**src/rtl/microwave_pkg.sv**
```systemverilog
// microwave_pkg: shared types, defaults and keypad decode for the microwave controller
package microwave_pkg;
  typedef enum logic [2:0] {IDLE, ENTRY, PWR_ENTRY, COOK, PAUSED, DONE} mw_state_t;
  typedef logic [3:0] bcd_t;
  typedef struct packed {
    logic valid;
    bcd_t digit;
  } key_t;
  localparam int QUICK_S_DEFAULT = 30;
  function automatic key_t key_decode(input logic [9:0] k);
    key_t r;
    r.valid = (k != '0) && ((k & (k - 10'd1)) == '0);
    r.digit = '0;
    for (int i = 0; i < 10; i++) if (k[i]) r.digit = bcd_t'(i);
    return r;
  endfunction
endpackage

```
**src/rtl/mw_tick_gen.sv**
```systemverilog
// mw_tick_gen: one-second prescaler with clear and run-enable, one-cycle tick
module mw_tick_gen #(
  parameter int CLK_HZ = 50_000_000
) (
  input  logic clk,
  input  logic rst,
  input  logic clr,
  input  logic run,
  output logic tick
);
  localparam int CW = CLK_HZ > 1 ? $clog2(CLK_HZ) : 1;
  logic [CW-1:0] cnt;
  assign tick = run && cnt == CW'(CLK_HZ - 1);
  always_ff @(posedge clk) begin
    if (rst || clr) cnt <= '0;
    else if (run) cnt <= tick ? '0 : cnt + CW'(1);
  end
endmodule

```
**src/rtl/microwave_ctrl_gen2.sv**
```systemverilog
// microwave_ctrl_gen2: keypad entry, BCD countdown, power duty cycling, pause/resume and beep
module microwave_ctrl_gen2
  import microwave_pkg::*;
#(
  parameter int CLK_HZ     = 50_000_000,
  parameter int MIN_DIGITS = 1,
  parameter int PWR_LEVELS = 10,
  parameter int BEEP_S     = 3,
  parameter int QUICK_S    = QUICK_S_DEFAULT
) (
  input  logic                              clk,
  input  logic                              rst,
  input  logic [9:0]                        keypad,
  input  logic                              pwr_key,
  input  logic                              start,
  input  logic                              stop,
  input  logic                              clear,
  input  logic                              door_closed,
  output logic                              mag,
  output logic                              beep,
  output logic                              busy,
  output logic [3:0]                        sec_ones,
  output logic [3:0]                        sec_tens,
  output logic [4*MIN_DIGITS-1:0]           mins,
  output logic [$clog2(PWR_LEVELS+1)-1:0]   power_level
);
  localparam int MW = 4 * MIN_DIGITS;
  localparam int PW = $clog2(PWR_LEVELS + 1);
  localparam int BW = BEEP_S > 1 ? $clog2(BEEP_S) : 1;
  mw_state_t state, state_n;
  bcd_t ones_n, tens_n, dec_ones, dec_tens;
  logic [MW-1:0] mins_n, dec_mins;
  logic [PW-1:0] power_n, phase, phase_n;
  logic [BW-1:0] beep_cnt, beep_cnt_n;
  logic tick, run, fresh, borrow, time_zero, dec_zero;
  key_t key;
  assign key = key_decode(keypad);
  assign time_zero = {mins, sec_tens, sec_ones} == '0;
  // Prescaler stops on the cycle COOK is left so a pause keeps the partial second intact
  assign run = (state == COOK && door_closed && !stop && !clear) || state == DONE;
  assign mag = state == COOK && door_closed && phase < power_level;
  assign beep = state == DONE;
  assign busy = state == COOK || state == PAUSED;
  mw_tick_gen #(.CLK_HZ(CLK_HZ)) u_tick (
    .clk (clk),
    .rst (rst),
    .clr (fresh),
    .run (run),
    .tick(tick)
  );
  always_comb begin
    dec_ones = sec_ones == '0 ? 4'd9 : sec_ones - 4'd1;
    dec_tens = sec_ones != '0 ? sec_tens : sec_tens == '0 ? 4'd5 : sec_tens - 4'd1;
    borrow = sec_ones == '0 && sec_tens == '0;
    dec_mins = mins;
    for (int i = 0; i < MIN_DIGITS; i++) begin
      dec_mins[4*i +: 4] = borrow ? (mins[4*i +: 4] == '0 ? 4'd9 : mins[4*i +: 4] - 4'd1) : mins[4*i +: 4];
      borrow = borrow && mins[4*i +: 4] == '0;
    end
    dec_zero = {dec_mins, dec_tens, dec_ones} == '0;
  end
  always_comb begin
    state_n = state;
    ones_n = sec_ones;
    tens_n = sec_tens;
    mins_n = mins;
    power_n = power_level;
    phase_n = phase;
    beep_cnt_n = beep_cnt;
    fresh = 1'b0;
    if (state == COOK && tick) begin
      {mins_n, tens_n, ones_n} = {dec_mins, dec_tens, dec_ones};
      phase_n = phase == PW'(PWR_LEVELS - 1) ? '0 : phase + PW'(1);
      beep_cnt_n = '0;
      state_n = dec_zero ? DONE : COOK;
    end
    if (state == DONE && tick) begin
      beep_cnt_n = beep_cnt + BW'(1);
      state_n = beep_cnt == BW'(BEEP_S - 1) ? IDLE : DONE;
    end
    if (clear) begin
      state_n = IDLE;
      {mins_n, tens_n, ones_n} = '0;
    end else if (!door_closed && (state == COOK || state == DONE)) begin
      state_n = state == COOK ? PAUSED : IDLE;
    end else if (stop) begin
      state_n = state == COOK ? PAUSED : (state == PAUSED || state == DONE) ? IDLE : state;
      if (state != COOK) {mins_n, tens_n, ones_n} = '0;
    end else if (start && door_closed && state != COOK && state != DONE) begin
      // A resume keeps prescaler and duty phase; a fresh start restarts both
      state_n = COOK;
      fresh = state != PAUSED;
      phase_n = state == PAUSED ? phase : '0;
      if (state != PAUSED && time_zero)
        {mins_n, tens_n, ones_n} = {MW'(0), bcd_t'(QUICK_S / 10), bcd_t'(QUICK_S % 10)};
    end else if (pwr_key && (state == IDLE || state == ENTRY)) begin
      state_n = PWR_ENTRY;
    end else if (key.valid) begin
      if (state == IDLE || state == ENTRY) begin
        mins_n = MW'({mins, sec_tens});
        tens_n = sec_ones;
        ones_n = key.digit;
        state_n = ENTRY;
      end else if (state == PWR_ENTRY) begin
        power_n = key.digit == '0 ? PW'(PWR_LEVELS) :
                  int'(key.digit) <= PWR_LEVELS ? PW'(key.digit) : power_level;
        state_n = ENTRY;
      end else if (state == DONE) begin
        state_n = IDLE;
      end
    end
  end
  always_ff @(posedge clk) begin
    if (rst) begin
      state <= IDLE;
      sec_ones <= '0;
      sec_tens <= '0;
      mins <= '0;
      power_level <= PW'(PWR_LEVELS);
      phase <= '0;
      beep_cnt <= '0;
    end else begin
      state <= state_n;
      sec_ones <= ones_n;
      sec_tens <= tens_n;
      mins <= mins_n;
      power_level <= power_n;
      phase <= phase_n;
      beep_cnt <= beep_cnt_n;
    end
  end
endmodule

```
**config.mk**
```make
export PLATFORM = sky130hd
export DESIGN_NAME = microwave_ctrl_gen2
export DESIGN_NICKNAME = d
export VERILOG_FILES = /design/src/rtl/microwave_pkg.sv /design/src/rtl/mw_tick_gen.sv /design/src/rtl/microwave_ctrl_gen2.sv
export SDC_FILE = /design/constraint.sdc
export NUM_CORES = 1
export LEC_CHECK = 0
export BUFFER_PORTS_ARGS = -buffer_cell sky130_fd_sc_hd__buf_2
export CORE_MARGIN = 4
export CORE_UTILIZATION = 40
export CTS_CLUSTER_SIZE = 20
export DETAILED_ROUTE_END_ITERATION = 10
export SYNTH_ARGS = -nofsm -noshare
export SYNTH_HDL_FRONTEND = slang
export SYNTH_SLANG_ARGS = --single-unit
```
**constraint.sdc**
```tcl
create_clock -name clk -period 5.65 [get_ports clk]
set_clock_uncertainty 0.05 [all_clocks]
set_input_delay 0.2825 -clock clk [delete_from_list [all_inputs] [get_ports clk]]
set_output_delay 0.2825 -clock clk [all_outputs]
set_load 0.02 [all_outputs]
```
# Word level (Yosys, flattened, before mapping)
# Index checks and enable logic that the tools add are counted.
classes:
  eq_ne: 13
  n_reduce_logical: 38
  n_addsub: 7
  n_lt_le_gt_ge: 2
  bitwise_logic: 7
  mux: 72
op_table:
  columns: ["operator", "count"]
  rows:
  - ["$mux W4", 49]
  - ["$mux W3", 15]
  - ["$add A26 B1 Y26 const B", 1]
  - ["$eq A26 B26 Y1 const B", 1]
  - ["$mux W26", 1]
  - ["$logic_not A12 Y1", 2]
  - ["$logic_not A4 Y1", 4]
  - ["$logic_and A1 B1 Y1", 15]
  - ["$sub A4 B1 Y4 const B", 3]
  - ["$and A10 B10 Y10", 1]
  - ["$logic_not A10 Y1", 1]
  - ["$reduce_bool A10 Y1", 1]
  - ["$sub A10 B1 Y10 const B", 1]
  - ["$reduce_and A9 Y1", 1]
  - ["$eq A3 B2 Y1 const B", 2]
  - ["$eq A3 B3 Y1 const B", 2]
  - ["$logic_or A1 B1 Y1", 6]
  - ["$ne A3 B3 Y1 const B", 2]
  - ["$not A1 Y1", 6]
  - ["$mux W1", 5]
  - ["$ne A5 B5 Y1 const B", 1]
  - ["$add A4 B1 Y4 const B", 1]
  - ["$eq A4 B4 Y1 const B", 1]
  - ["$le A4 B4 Y1 const B", 1]
  - ["other kinds (12)", 16]
word_totals:
  out_inout_bits: 19
  ff_bits: 51
  word_cells: 147
  input_bits: 17

# Longest topological paths before layout
depth:
  word_depth: 17
  mapped_depth: 11
  ltp_nobuf: 8

# Hierarchy
# Synthesis repeated with hierarchy kept, for this count alone.
unflattened:
  cells_unflattened: 422
  hier_area_um2: 3306.9
modules_own_cells:
  columns: ["module", "seq_area_each_um2", "cells_each", "area_each_um2", "n_inst"]
  rows:
  - ["microwave_ctrl_gen2", 500.5, 266, 1963.1, 1]
  - ["mw_tick_gen", 520.5, 156, 1343.8, 1]

# Worst setup path before layout
# OpenSTA, ideal clock, no wires.
synth_path:
  path_kind: "flip-flop to flip-flop"
  startpoint: "reg u_tick.cnt[0]"
  endpoint: "reg phase[2]"
  path_slack_ps: 3198
  t_required_ps: 5535
  setup_ps: 65
  arrival_time_ps: 2337
  stages_incl_launch_ff: 10
  path_buffers: 2
  synth_period_minus_slack_ps: 2452
  cell_sequence: "dfxtp_1 -> ha_1 -> nand3_1 -> or2_1 -> buf_1 -> or4_1 -> buf_2 -> a2111oi_2 -> mux2_1 -> nor2_1"
synth_via:
  elab_chain_len: 8
synth_rtl:
  columns: ["item", "line_no", "text"]
  rows:
  - ["from (decl)", "mw_tick_gen.sv:12", "logic [CW-1:0] cnt;"]
  - ["from (signal assigned)", "mw_tick_gen.sv:16", "else if (run) cnt <= tick ? '0 : cnt + CW'(1);"]
  - ["$eq A26 B26 Y1 *", "mw_tick_gen.sv:13", "assign tick = run && cnt == CW'(CLK_HZ - 1);"]
  - ["$logic_and A1 B1 Y1 *", "mw_tick_gen.sv:13", null]
  - ["$logic_and A1 B1 Y1 *", "microwave_ctrl_gen2.sv:71", "if (state == COOK && tick) begin"]
  - ["$mux W4 *", "microwave_ctrl_gen2.sv:71", null]
  - ["$mux W4", "microwave_ctrl_gen2.sv:89", "end else if (start && door_closed && state != COOK && state != DONE) begin"]
  - ["$mux W4", "microwave_ctrl_gen2.sv:86", "end else if (stop) begin"]
  - ["$mux W4", "microwave_ctrl_gen2.sv:84", "end else if (!door_closed && (state == COOK || state == DONE)) begin"]
  - ["$mux W4 *", "microwave_ctrl_gen2.sv:81", "if (clear) begin"]
  - ["to (signal assigned)", "microwave_ctrl_gen2.sv:128", "phase <= phase_n;"]
  - ["to (decl)", "microwave_ctrl_gen2.sv:33", "logic [PW-1:0] power_n, phase, phase_n;"]
# Mark *: on every way between the ends. The rest lies on a longest branch, timed or not.
# A chain may end at the register's enable or synchronous reset.

# Final worst setup path
layout_path:
  startpoint: "reg state[1]"
  endpoint: "reg u_tick.cnt[22]"
layout_via:
  elab_chain_len: 8
  word_cells_on_any_way: 20
  cone_classes: "5 x eq/ne; 5 x mux; 10 x reduce/logical"
layout_rtl:
  columns: ["item", "line_no", "text"]
  rows:
  - ["from (decl)", "microwave_ctrl_gen2.sv:30", "mw_state_t state, state_n;"]
  - ["from (signal assigned)", "microwave_ctrl_gen2.sv:123", "state <= state_n;"]
  - ["$ne A3 B2 Y1", "microwave_ctrl_gen2.sv:89", null]
  - ["$logic_and A1 B1 Y1 (2 in a row)", "microwave_ctrl_gen2.sv:89", null]
  - ["$mux W1", "microwave_ctrl_gen2.sv:89", null]
  - ["$mux W1", "microwave_ctrl_gen2.sv:86", null]
  - ["$mux W1", "microwave_ctrl_gen2.sv:84", null]
  - ["$mux W1", "microwave_ctrl_gen2.sv:81", null]
  - ["$logic_or A1 B1 Y1", "mw_tick_gen.sv:15", "if (rst || clr) cnt <= '0;"]
# Parallel ways exist; a longest one is shown, timed or not.

==> impl_results.md <==
- Run status: complete, no violations
- Adder-Cell Fraction of Synth Area: 0.0231
- CTS root buf: clkbuf_8
- Global Route Usage Sum: 0.165
- Mux cell area share after synthesis: 0.0164
- Crit path kind: reg -> reg
- Synth Net Count: 411
- Tmin final: 3250 ps
- Largest net degree at the start of global routing: 24
- Post-cts resize count: 0
- Internal power: 462 uW
- Largest family of logic cells by synthesized area: simple AND/OR/NAND/NOR gates
- Period Utilization, post-route: 0.576
- Die Area: 9320 um^2
- Row cnt: 32
- Max-cap violations: 0
- Sw Ratio: 0.258
- # IOs: 36
- Initial antenna violation count: 0
- Most frequent cells in the layout: nor2_1, dfxtp_1, buf_2
- Max IR drop VDD: 0.0989 mV
- Initial Utilization: 0.408
- Hold path depth: 2
- Unrepaired setup endpoints after global routing: false
- Synthesized-area fraction occupied by ao, oa, aoi and oai cells: 0.180
- Worst path depth: 7
- Power share of the combinational group: 0.072
- Post-synthesis xor/xnor area fraction: 0.0810
- Vias in the first global route: 2565
- Headroom to the max-slew limit: 0.486
- FF/Latch Area: 1020 um^2
- Setup bufs post-CTS: 0
- Met2 Wirelength: 3280 um
- Yosys reg bits: 51
- Area growth syn-to-layout: 10.4%
- CP delay by family, top: simple AND/OR/NAND/NOR gates
- IO buf count: 35
- Fin nets: 437
- # clock sinks: 51
- Top_reg_cell synth: dfxtp_1
- Setup TNS: 0 ps
- Crit-path cells: nor2b_2, nand2_1, inv_2, a41oi_2, or4_1, nand2_1, a21oi_1
- CTS tree: yes
- H-tree Lvls: 2
- Uppermost layer routed: met4
- First-pass GRT wire length: 12300 um
- Post-synth top area cell: dfxtp_1
- FFs w/ async S/R, synth: 0
- Share of cells above drive strength 1: 0.147
- Max incr delay on CP: 730 ps
- Vias per inst: 5.47
- Startpoint class of the critical path: flip-flop
- Final slew viol count: 0
- Syn_area_per_cell: 8.06 um^2
- Placed wire-length estimate: 5600 um
- Power density over the cells: 180 nW/um^2
- Clock-pin slew on the worst setup and hold paths: 100 ps
- Ranking of synthesized cells by area: dfxtp_1, nor2_1, xor2_1
- Crit-path max FO: 23
- FMAX: 307 MHz
- P_leak: 1.22 nW
- Synth warn: 0
- Inserted Clock Buffers: 5
- Final WL: 7450 um
- Post-synth top area share: 0.326
- Most common cell after layout, fill and taps aside: nor2_1
- WL/cell: 14.4 um
- Latest clock arrival within the worst-skew pair: 310 ps
- Post-synthesis sequential area ratio: 0.326
- Total number of vias: 2833
- Final hold viol count: 0
- Mapped Area: 3140 um^2
- Core Region: 7690 um^2
- Final Core Density: 0.450
- DRT iter0 DRCs: 231
- Placer Congestion: 0.864
- Multi-input logic area: 2010 um^2
- Diodes inserted: 0
- Overall Power: 622 uW
- Worst setup EP type: flip-flop
- CP most frequent cell: nand2_1
- Die height: 96.5 um
- Die Span X: 96.5 um
- DRC errors left: 0
- Hold/Removal Path Class: in -> reg
- Worst Path Arrival: 3430 ps
- Post-synth EDFFs: 0
- Sequential Power Share: 0.582
- Wire length on met3: 318 um
- Buf/Inv on CP: 1
- Critical-path top delay cell: dfxtp_1
- Met1 WL: 3760 um
- Setup violators final: 0
- Hold_buf cts: 0
- Synth unique cells: 70
- Antenna viol nets, final: 0
- Net Switching: 161 uW
- Crit path required time: 5830 ps
- R2R depth: 7
- DRT Pass-1 Iters: 4
- GRT overflow: 0
- Clock network fraction of design power: 0.346
- Filler cells: 785
- Gate Count Post-Synth: 389
- Worst-Margin Slew: 769 ps
- Simple-gate area share of the yosys netlist: 0.340
- Longest Clk Path Bufs: 2
-- area by class of cell --
| cell class | instances | share of cell area |
|---|---|---|
| timing repair buffer | 35 | 0.0506 |
| tap | 102 | 0.0369 |
| inverter | 11 | 0.0119 |
| sequential | 51 | 0.295 |
| multi-input combinational | 311 | 0.580 |
| clock buffer | 5 | 0.0199 |
| clock inverter | 3 | 0.00578 |
-- layer usage --
layer | track usage | vias up
li1 | - | 1466
met1 | 0.237 | 1301
met2 | 0.253 | 54
met3 | 0.0302 | 12
met4 | 0.0456 | 0
met5 | 0 | -
-- synth_stat cells (3+ instances only) --
master	count
xor2_1	18
buf_2	5
o2bb2ai_1	7
or3_1	6
a21oi_1	21
clkbuf_1	10
nor4_1	7
a31oi_1	3
or4_1	3
nand4_1	10
xnor2_1	11
o31a_1	3
nand4b_1	3
o22ai_1	5
nor3_1	15
nor3_2	3
nor2_1	59
mux2i_1	4
ha_1	5
dfxtp_1	51
inv_1	10
nor4b_1	3
and3_1	5
nand3_1	15
a211oi_1	6
nand2_1	34
nor2b_1	6
nand2b_1	4
o21ai_0	9
-- flip-flops by register name, summed over array words and instances, names as in the netlist --
signal and cells:
phase 4, mins 4, sec_tens 4, power_level 4, state 3, u_tick.cnt 26
sec_ones 4, beep_cnt 2
-- cell families after synthesis --
kind of cell             after synthesis
AO/OA/AOI/OAI                         77
XOR/XNOR                              29
adder cells (fa/ha/maj)                6
buffers and inverters                 27
flip-flops                            51
multiplexers                           5
AND/OR/NAND/NOR                      194
-- power groups by stage --
stage	clock network, mW	logic, mW	registers, mW
final	0.215	0.0449	0.362
after floorplan	0	0.0299	0.369
after CTS	0.221	0.0446	0.362
after detailed placement	0	0.0443	0.371
after global placement	0	0.0441	0.371
after global routing	0.235	0.0500	0.363
-- path summary, 6_finish.rpt --
check,startpoint,end,slack [ps]
worst max-delay path,state[1],u_tick.cnt[22],2400
worst min-delay path,rst,beep_cnt[0],260
worst max register to register,state[1],u_tick.cnt[22],2400
worst min register to register,beep_cnt[1],beep_cnt[1],460
-- through the flow --
step | instances | hold slack [ps] | cell area [um^2] | setup slack, ps
final | 518 | 256 | 3460 | 2400
after floorplan | 389 | 411 | 3140 | 3200
after detailed placement | 510 | 440 | 3370 | 2430
after global routing | 518 | 262 | 3460 | 2060
after CTS | 518 | 253 | 3460 | 2370
after global placement | 510 | 437 | 3370 | 2570
No activity file was read; power rests on OpenSTA's default activity.
